`config.mk`:
```
export PLATFORM = sky130hd
export DESIGN_NAME = button_conditioner
export DESIGN_NICKNAME = d
export VERILOG_FILES = /design/src/rtl/button_conditioner.sv
export SDC_FILE = /design/constraint.sdc
export NUM_CORES = 1
export LEC_CHECK = 0
export BUFFER_PORTS_ARGS = -buffer_cell sky130_fd_sc_hd__buf_2
export CORE_ASPECT_RATIO = 2
export CORE_UTILIZATION = 45
export CTS_BUF_LIST = sky130_fd_sc_hd__clkbuf_4 sky130_fd_sc_hd__clkbuf_8
export DETAILED_ROUTE_END_ITERATION = 8
export MAX_ROUTING_LAYER = met4
export PLACE_DENSITY = 0.57
export REMOVE_ABC_BUFFERS = 1
export SLEW_MARGIN = 10
export SYNTH_ARGS = -nofsm -noshare
export SYNTH_HDL_FRONTEND = slang
export SYNTH_SLANG_ARGS = --single-unit
```
`constraint.sdc`:
```
create_clock -name clk -period 5.35 [get_ports clk]
set_clock_uncertainty 0.2 [all_clocks]
set_input_delay 0.8025 -clock clk [delete_from_list [all_inputs] [get_ports clk]]
set_output_delay 0.8025 -clock clk [all_outputs]
set_load 0.005 [all_outputs]
```
`src/rtl/button_conditioner.sv`:
```
// Push-button front end: 2-flop sync, per-bit debounce, press / long-press strobes
// and optional auto-repeat press strobes for the watch mode and setting logic.
module button_conditioner #(
   parameter int              NBTN        = 5,
   parameter int              DB_CYCLES   = 500000,
   parameter int              HOLD_CYCLES = 50000000,
   parameter int              RPT_CYCLES  = 10000000,
   parameter logic [NBTN-1:0] RPT_MASK    = NBTN'(5'b00100),
   parameter int              CNT_W       = 26
) (
   input  logic              clk,
   input  logic              reset,
   input  logic [NBTN-1:0]   btn_raw,
   output logic [NBTN-1:0]   btn_level,
   output logic [NBTN-1:0]   btn_press,
   output logic [NBTN-1:0]   btn_long,
   output logic [2*NBTN-1:0] dbg_state
);

   localparam logic [1:0] ST_IDLE   = 2'd0;
   localparam logic [1:0] ST_HELD   = 2'd1;
   localparam logic [1:0] ST_LONG   = 2'd2;
   localparam logic [1:0] ST_REPEAT = 2'd3;

   localparam logic [CNT_W-1:0] DB_LAST   = CNT_W'(DB_CYCLES - 1);
   localparam logic [CNT_W-1:0] HOLD_LAST = CNT_W'(HOLD_CYCLES - 1);
   localparam logic [CNT_W-1:0] RPT_LAST  = CNT_W'(RPT_CYCLES - 1);

   logic [NBTN-1:0]  s1;
   logic [NBTN-1:0]  s2;
   logic [NBTN-1:0]  accept;
   logic [CNT_W-1:0] db_cnt   [NBTN];
   logic [CNT_W-1:0] hold_cnt [NBTN];
   logic [CNT_W-1:0] rpt_cnt  [NBTN];
   logic [1:0]       state    [NBTN];

   // accept marks the edge on which the debounced level takes the synced value
   always_comb begin
      accept    = '0;
      dbg_state = '0;
      for (int i = 0; i < NBTN; i++) begin
         accept[i]           = (s2[i] != btn_level[i]) && (db_cnt[i] == DB_LAST);
         dbg_state[2*i +: 2] = state[i];
      end
   end

   always_ff @(posedge clk) begin
      if (reset) begin
         s1        <= '0;
         s2        <= '0;
         btn_level <= '0;
         btn_press <= '0;
         btn_long  <= '0;
         for (int i = 0; i < NBTN; i++) begin
            db_cnt[i]   <= '0;
            hold_cnt[i] <= '0;
            rpt_cnt[i]  <= '0;
            state[i]    <= ST_IDLE;
         end
      end else begin
         s1 <= btn_raw;
         s2 <= s1;
         for (int i = 0; i < NBTN; i++) begin
            btn_press[i] <= 1'b0;
            btn_long[i]  <= 1'b0;

            if (s2[i] == btn_level[i]) begin
               db_cnt[i] <= '0;
            end else if (accept[i]) begin
               db_cnt[i]    <= '0;
               btn_level[i] <= s2[i];
            end else begin
               db_cnt[i] <= db_cnt[i] + 1'b1;
            end

            // level edges override the per-state timers
            if (accept[i] && s2[i]) begin
               state[i]     <= ST_HELD;
               hold_cnt[i]  <= '0;
               rpt_cnt[i]   <= '0;
               btn_press[i] <= 1'b1;
            end else if (accept[i]) begin
               state[i]    <= ST_IDLE;
               hold_cnt[i] <= '0;
               rpt_cnt[i]  <= '0;
            end else begin
               case (state[i])
                  ST_HELD: begin
                     if (hold_cnt[i] == HOLD_LAST) begin
                        state[i]    <= RPT_MASK[i] ? ST_REPEAT : ST_LONG;
                        btn_long[i] <= 1'b1;
                        rpt_cnt[i]  <= '0;
                     end else begin
                        hold_cnt[i] <= hold_cnt[i] + 1'b1;
                     end
                  end
                  ST_REPEAT: begin
                     if (rpt_cnt[i] == RPT_LAST) begin
                        rpt_cnt[i]   <= '0;
                        btn_press[i] <= 1'b1;
                     end else begin
                        rpt_cnt[i] <= rpt_cnt[i] + 1'b1;
                     end
                  end
                  default: ;
               endcase
            end
         end
      end
   end

endmodule

```
==> flow_summary.ini, run 1 <==
[cts]
hold_buffers = 0
ctsResizeCount = 0
htreeDepth = 3
clk_pin_slew_ns = 0.06
worstSkewPairLatency_ns = 0.63
post_cts_buffers = 0
tritoncts.num_buffers = 66
cts.sinks = 425
cts_buffer_depth = 3
cts_root_buf = clkbuf_8
cts_tree = built

[grt]
grt_pass1_wl_mm = 76.4
grt_pass1_vias = 16000
antenna_found_initial = 1
track_usage_pct = 19.2
grt-ovfl-total = 0
grt_max_degree = 28

[final_layout]
drive_gt1_share_pct = 7.25
fin_nets = 2329
final_util_pct = 51.3
synthToLayoutAreaGrowth_pct = 12.0

[drt]
first_pass_iters = 6
wl_per_cell_um = 15.3
via_per_inst = 5.18
drt_iter0_markers = 841
drt-total-wl_mm = 45.8
remaining_drc_errors = 0
vias = 15500
antenna_left = 0

[logic_synthesis]
ys_ff_latch = 425
synth_cell_types = 54
syn_avg_cell_area_um2 = 10.5
synth_commonest_cells = 513 x nor2_1, 399 x edfxtp_1, 191 x xor2_1, 166 x xnor2_1
yosysMostFrequentCell = nor2_1
yosys_warnings = 0
synth-seq-area-share_pct = 56.3
synth_top_area_share_pct = 54.0
yosysTopAreaCell = edfxtp_1
ys.flop_type = edfxtp_1
ys_async_sr_fraction_pct = 0
netlist_instances = 2117
synthTopCellsByArea = edfxtp_1 54%, nor2_1 8.7%, xor2_1 7.5%
synth_edf_count = 399
syn_area_um2 = 22200

[timing]
slew_violations = 0
slew_headroom_pct = 22.2
finalCritPeriodShare_pct = 70.1
fin_setup_tns_ns = 0
rsz0062_at_grt = no
hold_viol_final = 0
setup_violations = 0
fin_ws_ns = 1.60
worst_slew_pin_slew_ns = 1.16
period_needed_ns = 3.75
max_freq_mhz = 267

[floorplanning]
ios = 32
initial_core_util_pct = 45.8
core.rowCount = 114
die_w_um = 159
coreArea_um2 = 48500
fp.dieH_um = 316
fp.dieArea_um2 = 50300

[power]
power_w = 0.00712
clockPowerShare_pct = 40.4
pwr_density_cell_nw_per_um2 = 286
peakVddDrop_uv = 224
p_seq_share_pct = 55.5
p_sw_w = 0.00163
p_leak_nw = 8.28
p_int_w = 0.00549
power_frac_comb_pct = 4.2
swShare_pct = 22.9

[status]
status = completed

[critical_path]
cp_data_arrival_time_ns = 3.66
cp-start-kind = register
r2r_start = db_cnt[0][5]
crit_start = db_cnt[0][5]
crit_fanout = 27
endpoint_kind = register
worstPathRequired_ns = 5.26
path_class = reg2reg

[placement]
gp_congestion = 0.811
dp_hpwl_mm = 32.3
place_ws_ns = 1.57
io_buffer_count = 31

[run]
drv_cap = 0

[min_path]
hold_start = btn_raw[1]
hold_path.class = in2reg
## flip-flops by register name (all words and copies together), names as in the netlist
name       count
btn_long       5
state         10
db_cnt       130
rpt_cnt      130
btn_level      5
hold_cnt     130
s1             5
btn_press      5
s2             5
## critical path, cell delays in order, from the launching register on
cell	delay [ns]
edfxtp_1	0.45
or4_1	0.52
nor3_1	0.31
and2_1	0.23
a21oi_1	0.14
or3b_2	0.60
nand2_1	0.78
## final cells by class
| class | instances | area [um^2] |
|---|---|---|
| Fill cell | 4552 | 23600 |
| Sequential cell | 425 | 12500 |
| Multi-Input combinational cell | 1724 | 9770 |
| Clock buffer | 100 | 1200 |
| Tap cell | 638 | 798 |
| Timing Repair Buffer | 43 | 245 |
| Inverter | 47 | 176 |
| Clock inverter | 20 | 166 |
| Antenna cell | 1 | 2.50 |
## kinds of logic after synthesis
family	after synthesis	share of synthesized area (%)
and+or+nand+nor	1166	25.3
DFF	425	56.3
xor gates and xnor gates	357	14.1
buffers and inverters	97	1.91
AOI/OAI and AO/OA	52	1.38
adders and majority gates	15	0.846
muxes	4	0.180
other	1	0.0169
## power groups by stage
| stage | logic [W] | clock network, W | registers, W |
|---|---|---|---|
| after floorplan | 0.000226 | 0 | 0.00397 |
| after global routing | 0.000336 | 0.00311 | 0.00397 |
| after detailed placement | 0.000295 | 0 | 0.00402 |
| after CTS | 0.000299 | 0.00299 | 0.00395 |
| final | 0.000296 | 0.00287 | 0.00395 |
| after global placement | 0.000292 | 0 | 0.00401 |
## through the flow
step,cells,area [um^2],hold WS [ns]
floorplan,2196,22400,0.214
detailed placement,2877,23500,0.227
CTS,2997,24800,0.155
global route,2998,24900,0.178
global placement,2877,23500,0.226
finish,2998,24900,0.215
## layer usage
| layer | up-vias | share of wire, % | GRT usage, % |
|---|---|---|---|
| met5 | - | 0 | - |
| met3 | 81 | 3.3 | 3.36 |
| met4 | 0 | 2.5 | 6.69 |
| met2 | 201 | 56 | 36.8 |
| met1 | 7511 | 39 | 19.5 |
| li1 | 7727 | - | - |
## worst paths after layout
path                     end  slack [ns]  cells after the start
max          hold_cnt[0][16]        1.60                      6
min                    s1[1]        0.22                      2
max reg2reg  hold_cnt[0][16]        1.60                      6
min reg2reg            s2[0]        0.24                      1
## layout by cell type (no fill, tap or decap), drive strengths merged, types with 15 or more instances in the layout
cell type / Yosys / layout
a21oi: 20 / 20
and3: 48 / 48
and4: 33 / 33
buf: 21 / 43
clkbuf: 29 / 100
clkinv: 1 / 16
conb: 1 / 130
dfxtp: 26 / 26
edfxtp: 399 / 399
ha: 15 / 15
inv: 46 / 46
nand2: 150 / 150
nand3: 150 / 150
nand4: 87 / 87
nor2: 513 / 513
nor2b: 19 / 19
nor3: 42 / 42
nor4: 32 / 32
nor4b: 19 / 19
o21ai: 18 / 18
or3: 21 / 21
xnor2: 166 / 166
xor2: 191 / 191
No activity file was read; power rests on OpenSTA's default activity.
==> inputs of run 2 (changes only) <==
==> constraint.sdc (replaced) <==
create_clock -name clk -period 3.6 [get_ports clk]
set_clock_uncertainty 0.2 [all_clocks]
set_input_delay 0.54 -clock clk [delete_from_list [all_inputs] [get_ports clk]]
set_output_delay 0.54 -clock clk [all_outputs]
set_load 0.005 [all_outputs]
==> run 2 against run 1 <==
Compared with the run above: routed wire length is 2.5% lower; sequential cell count stayed put; die area stayed put; clock power is 46% higher; utilization is 0.50 points higher; highest routed layer unchanged.
==> flow_summary.ini, run 2 (synthesized netlist as in run 1, its figures left out) <==
[status]
status = completed

[grt]
antenna_found_initial = 1
grt_max_degree = 36
grt_pass1_wl_mm = 75.4
grt-ovfl-total = 0
grt_pass1_vias = 15700
track_usage_pct = 18.7

[cts]
clk_pin_slew_ns = 0.07
post_cts_buffers = 0
worstSkewPairLatency_ns = 0.65
cts.sinks = 425
ctsResizeCount = 0
cts_root_buf = clkbuf_8
tritoncts.num_buffers = 61
cts_tree = built
htreeDepth = 2
cts_buffer_depth = 3

[final_layout]
fin_nets = 2356
drive_gt1_share_pct = 8.46
reg_top3 = db_cnt (130), hold_cnt (130), rpt_cnt (130)
final_cell_mix = 513 x nor2_1, 399 x edfxtp_1, 191 x xor2_1
final_util_pct = 51.8
synthToLayoutAreaGrowth_pct = 13.1
mostFrequentLayoutCell = nor2_1
nFillCells = 4515

[timing]
finalCritPeriodShare_pct = 87.2
slew_violations = 0
period_needed_ns = 3.14
rsz0062_at_grt = no
fin_setup_tns_ns = 0
max_freq_mhz = 319
hold_viol_final = 0
setup_violations = 0
slew_headroom_pct = 54.0
worst_slew_pin_slew_ns = 0.684
hold_slack_ns = 0.155

[power]
peakVddDrop_uv = 326
p_leak_nw = 8.45
pwr_density_cell_nw_per_um2 = 418

[floorplanning]
fp.dieH_um = 316
die_w_um = 159
fp.dieArea_um2 = 50300
ios = 32
coreArea_um2 = 48500
initial_core_util_pct = 45.8
core.rowCount = 114

[critical_path]
endpoint_kind = register
cp-start-kind = register
rr_endpoint = rpt_cnt[3][2]
crit_fanout = 26
cp_data_arrival_time_ns = 3.24
r2r_start = db_cnt[3][9]
worstPathRequired_ns = 3.70
reg2regPathDepth = 6
path_class = reg2reg
reg2reg_setup_slack_ns = 0.46

[drt]
antenna_left = 0
vias = 15500
first_pass_iters = 5
drt-total-wl_mm = 44.7
wl_per_cell_um = 14.8
remaining_drc_errors = 0
via_per_inst = 5.13
drt_iter0_markers = 723

[placement]
io_buffer_count = 31
dp_hpwl_mm = 31.2
gp_congestion = 0.807

[min_path]
holdPathStages = 3
hold_path.class = in2reg
hold_start = reset
hold-path-endpoint = btn_level[1]

[run]
drv_cap = 0
-- run 2: power by group --
group / switching (W) / total, W / internal (W)
Sequential: 0.000235 / 0.00587 / 0.00563
Combinational: 0.000267 / 0.000455 / 0.000188
Clock: 0.00190 / 0.00418 / 0.00228
Total: 0.00240 / 0.0105 / 0.00809
-- run 2: critical path: stages, from the launching register on --
cell and delay, ns:
edfxtp_1 0.45, or4b_1 0.53, or4_1 0.44, or3_1 0.52
nand3_1 0.21, a31o_2 0.12, buf_4 0.33
-- run 2: stage by stage --
stage,area [um^2],total power [W],cells,setup WS [ns]
2_1_floorplan,22400,0.00624,2196,-0.422
5_1_grt,25100,0.0110,3026,0.321
3_3_place_gp,23700,0.00640,2904,0.531
6_report,25100,0.0105,3026,0.461
3_5_place_dp,23700,0.00642,2904,0.473
4_1_cts,25100,0.0107,3025,0.453
-- run 2: how the worst max path moves through the flow --
stage / start / endpoint / slack (ns) / cells after the start
2_1_floorplan: hold_cnt[4][18] / rpt_cnt[4][0] / -0.42 / 5
3_5_place_dp: db_cnt[3][9] / rpt_cnt[3][2] / 0.47 / 6
3_3_place_gp: db_cnt[3][9] / rpt_cnt[3][0] / 0.53 / 6
4_1_cts: db_cnt[3][9] / rpt_cnt[3][2] / 0.45 / 6
6_report: db_cnt[3][9] / rpt_cnt[3][2] / 0.46 / 6
5_1_grt: db_cnt[3][0] / rpt_cnt[3][2] / 0.32 / 7
-- run 2: final cells by class --
type,count,area (um^2),share of cell area (%)
tap,638,798,3.18
inverter,47,176,0.703
multi-input combinational,1724,9760,38.9
antenna,1,2.50,0.00997
clock buffer,98,1210,4.83
sequential,425,12500,49.8
clock inverter,18,140,0.558
timing repair buffer,75,510,2.03
-- run 2: routing by layer --
layer,share of wire (%),wire (um),up-vias,global-route usage [%]
met4,3.4,1510,0,8.00
met3,3.2,1450,100,2.54
li1,-,-,7796,-
met1,40,17800,7409,19.9
met5,0,0,-,-
met2,54,24000,229,34.7
-- run 2: what timing repair did --
| action | 4_1_cts | 5_1_grt |
|---|---|---|
| hold buffers | 5 | 0 |
| endpoints found under the hold margin | 5 | 0 |
| endpoints found under the setup margin | 0 | 0 |
==> inputs of run 3 (changes only) <==
--- a/config.mk
+++ b/config.mk
@@ -5,11 +5,11 @@
 export SDC_FILE = /design/constraint.sdc
 export NUM_CORES = 1
 export LEC_CHECK = 0
-export BUFFER_PORTS_ARGS = -buffer_cell sky130_fd_sc_hd__buf_2
 export CORE_ASPECT_RATIO = 2
 export CORE_UTILIZATION = 45
 export CTS_BUF_LIST = sky130_fd_sc_hd__clkbuf_4 sky130_fd_sc_hd__clkbuf_8
 export DETAILED_ROUTE_END_ITERATION = 8
+export DONT_BUFFER_PORTS = 1
 export MAX_ROUTING_LAYER = met4
 export PLACE_DENSITY = 0.57
 export REMOVE_ABC_BUFFERS = 1
==> run 3 against run 2 <==
Compared with the run above: setup slack got worse by 0.0040 ns; final area fell by 0.16%; power up 2.5%; hold slack lost 0.081 ns; combinational power down 2%; clock power increased by 6.2%; sequential cell count unchanged; register-to-register slack barely moved; via count down 0.32%; critical path type unchanged; sequential power is essentially flat; first-iteration DRC count rose by 24%.
==> flow_summary.ini, run 3 (synthesized netlist as in run 1, its figures left out) <==
[status]
status = completed

[power]
p_seq_share_pct = 54.6
p_int_w = 0.00829
clockPowerShare_pct = 41.3
p_leak_nw = 8.34
p_sw_w = 0.00247
peakVddDrop_uv = 316
power_w = 0.0108
pwr_density_cell_nw_per_um2 = 429
swShare_pct = 22.9
power_frac_comb_pct = 4.2

[placement]
gp_congestion = 0.810
io_buffer_count = 0
dp_hpwl_mm = 31.3

[final_layout]
final_cell_mix = 513 x nor2_1, 399 x edfxtp_1, 191 x xor2_1
reg_top3 = db_cnt (130), hold_cnt (130), rpt_cnt (130)
mostFrequentLayoutCell = nor2_1
drive_gt1_share_pct = 7.53
fin_nets = 2331
synthToLayoutAreaGrowth_pct = 12.9
final_util_pct = 51.7

[floorplanning]
coreArea_um2 = 48500
fp.dieArea_um2 = 50300
fp.dieH_um = 316
initial_core_util_pct = 45.8
die_w_um = 159
core.rowCount = 114
ios = 32

[cts]
clk_pin_slew_ns = 0.06
worstSkewPairLatency_ns = 0.63
ctsResizeCount = 0
htreeDepth = 3
post_cts_buffers = 0
cts_root_buf = clkbuf_8
hold_buffers = 7
cts.sinks = 425
cts_buffer_depth = 3
cts_tree = built
tritoncts.num_buffers = 68

[critical_path]
reg2reg_setup_slack_ns = 0.46
endpoint_kind = register
path_class = reg2reg
reg2regPathDepth = 6
slowest_delay_ns = 0.54
crit_fanout = 26
worstPathRequired_ns = 3.68
path_cells = or4b_1, or4_1, or3_1, nand3_1, a31o_2, buf_4
cp_data_arrival_time_ns = 3.22
rr_endpoint = rpt_cnt[3][10]
r2r_start = db_cnt[3][9]
cpMaxStageDelayCell = or4b_1
cp-start-kind = register

[drt]
wl_per_cell_um = 15.2
remaining_drc_errors = 0
drt-total-wl_mm = 45.5
first_pass_iters = 7
antenna_left = 0
vias = 15500
via_per_inst = 5.16
drt_iter0_markers = 899

[timing]
rsz0062_at_grt = no
period_needed_ns = 3.14
slew_headroom_pct = 50.4
hold_slack_ns = 0.0735
worst_slew_pin_slew_ns = 0.738
max_freq_mhz = 318
slew_violations = 0
finalCritPeriodShare_pct = 87.3
setup_violations = 0
hold_viol_final = 0

[run]
drv_cap = 0

[grt]
track_usage_pct = 19.1
grt_pass1_wl_mm = 76.1
grt-ovfl-total = 0
antenna_found_initial = 1
grt_pass1_vias = 16000
grt_max_degree = 29

[min_path]
hold_start = reset
holdPathStages = 3
hold_path.class = in2reg
hold-path-endpoint = btn_press[2]
run 3: cell types whose count changed in the layout (fill, tap and decap cells not counted), sizes merged:
| cell | before | now |
|---|---|---|
| dlygate4sd3 | 5 | 6 |
| clkinvlp | 1 | 2 |
| inv | 46 | 48 |
| clkinv | 16 | 6 |
| buf | 70 | 37 |
| clkbuf | 98 | 116 |
| bufinv | 2 | 0 |
run 3: power groups by stage:
stage	Clock [W]	Sequential (W)	Combinational, W
floorplan	0	0.00591	0.000336
global placement	0	0.00596	0.000421
detailed placement	0	0.00597	0.000427
CTS	0.00462	0.00587	0.000450
global route	0.00480	0.00590	0.000507
finish	0.00444	0.00587	0.000447
run 3: cell type report:
type / instances / area (um^2)
Tap cell: 638 / 798
Multi-Input combinational cell: 1724 / 9760
Fill cell: 4592 / 23400
Sequential cell: 425 / 12500
Timing Repair Buffer: 43 / 350
Inverter: 47 / 176
Clock inverter: 9 / 55.1
Clock buffer: 116 / 1420
Antenna cell: 1 / 2.50
run 3: worst max-delay path by stage:
stage	start	endpoint	slack, ns	cells past startpoint
after floorplan	hold_cnt[4][18]	rpt_cnt[4][0]	-0.42	5
after detailed placement	db_cnt[3][9]	rpt_cnt[3][9]	0.47	6
after global placement	db_cnt[3][9]	rpt_cnt[3][9]	0.51	6
after CTS	db_cnt[3][9]	rpt_cnt[3][9]	0.45	6
after global routing	db_cnt[3][9]	rpt_cnt[3][3]	0.35	6
final	db_cnt[3][9]	rpt_cnt[3][10]	0.46	6
run 3: routing by layer:
| metal | part of all wire (%) | track usage [%] |
|---|---|---|
| met1 | 39 | 20.0 |
| met2 | 54 | 35.4 |
| met3 | 3.5 | 3.18 |
| met4 | 2.9 | 8.09 |
| met5 | 0 | - |
run 3: per-stage QoR:
stage | setup WS, ns | setup TNS (ns) | std cells | area, um^2
after global routing | 0.351 | 0 | 3003 | 25100
after CTS | 0.450 | 0 | 3002 | 25100
after floorplan | -0.422 | -19.95 | 2196 | 22400
after global placement | 0.509 | 0 | 2870 | 23500
after detailed placement | 0.465 | 0 | 2870 | 23500
final | 0.457 | 0 | 3003 | 25100
run 3: worst max-delay path: cells and delay by family, from the launching register on:
| family | cells | cell delay [ns] |
|---|---|---|
| flops | 1 | 0.45 |
| buf+inv | 1 | 0.32 |
| simple gates | 4 | 1.72 |
| compound gates | 1 | 0.12 |
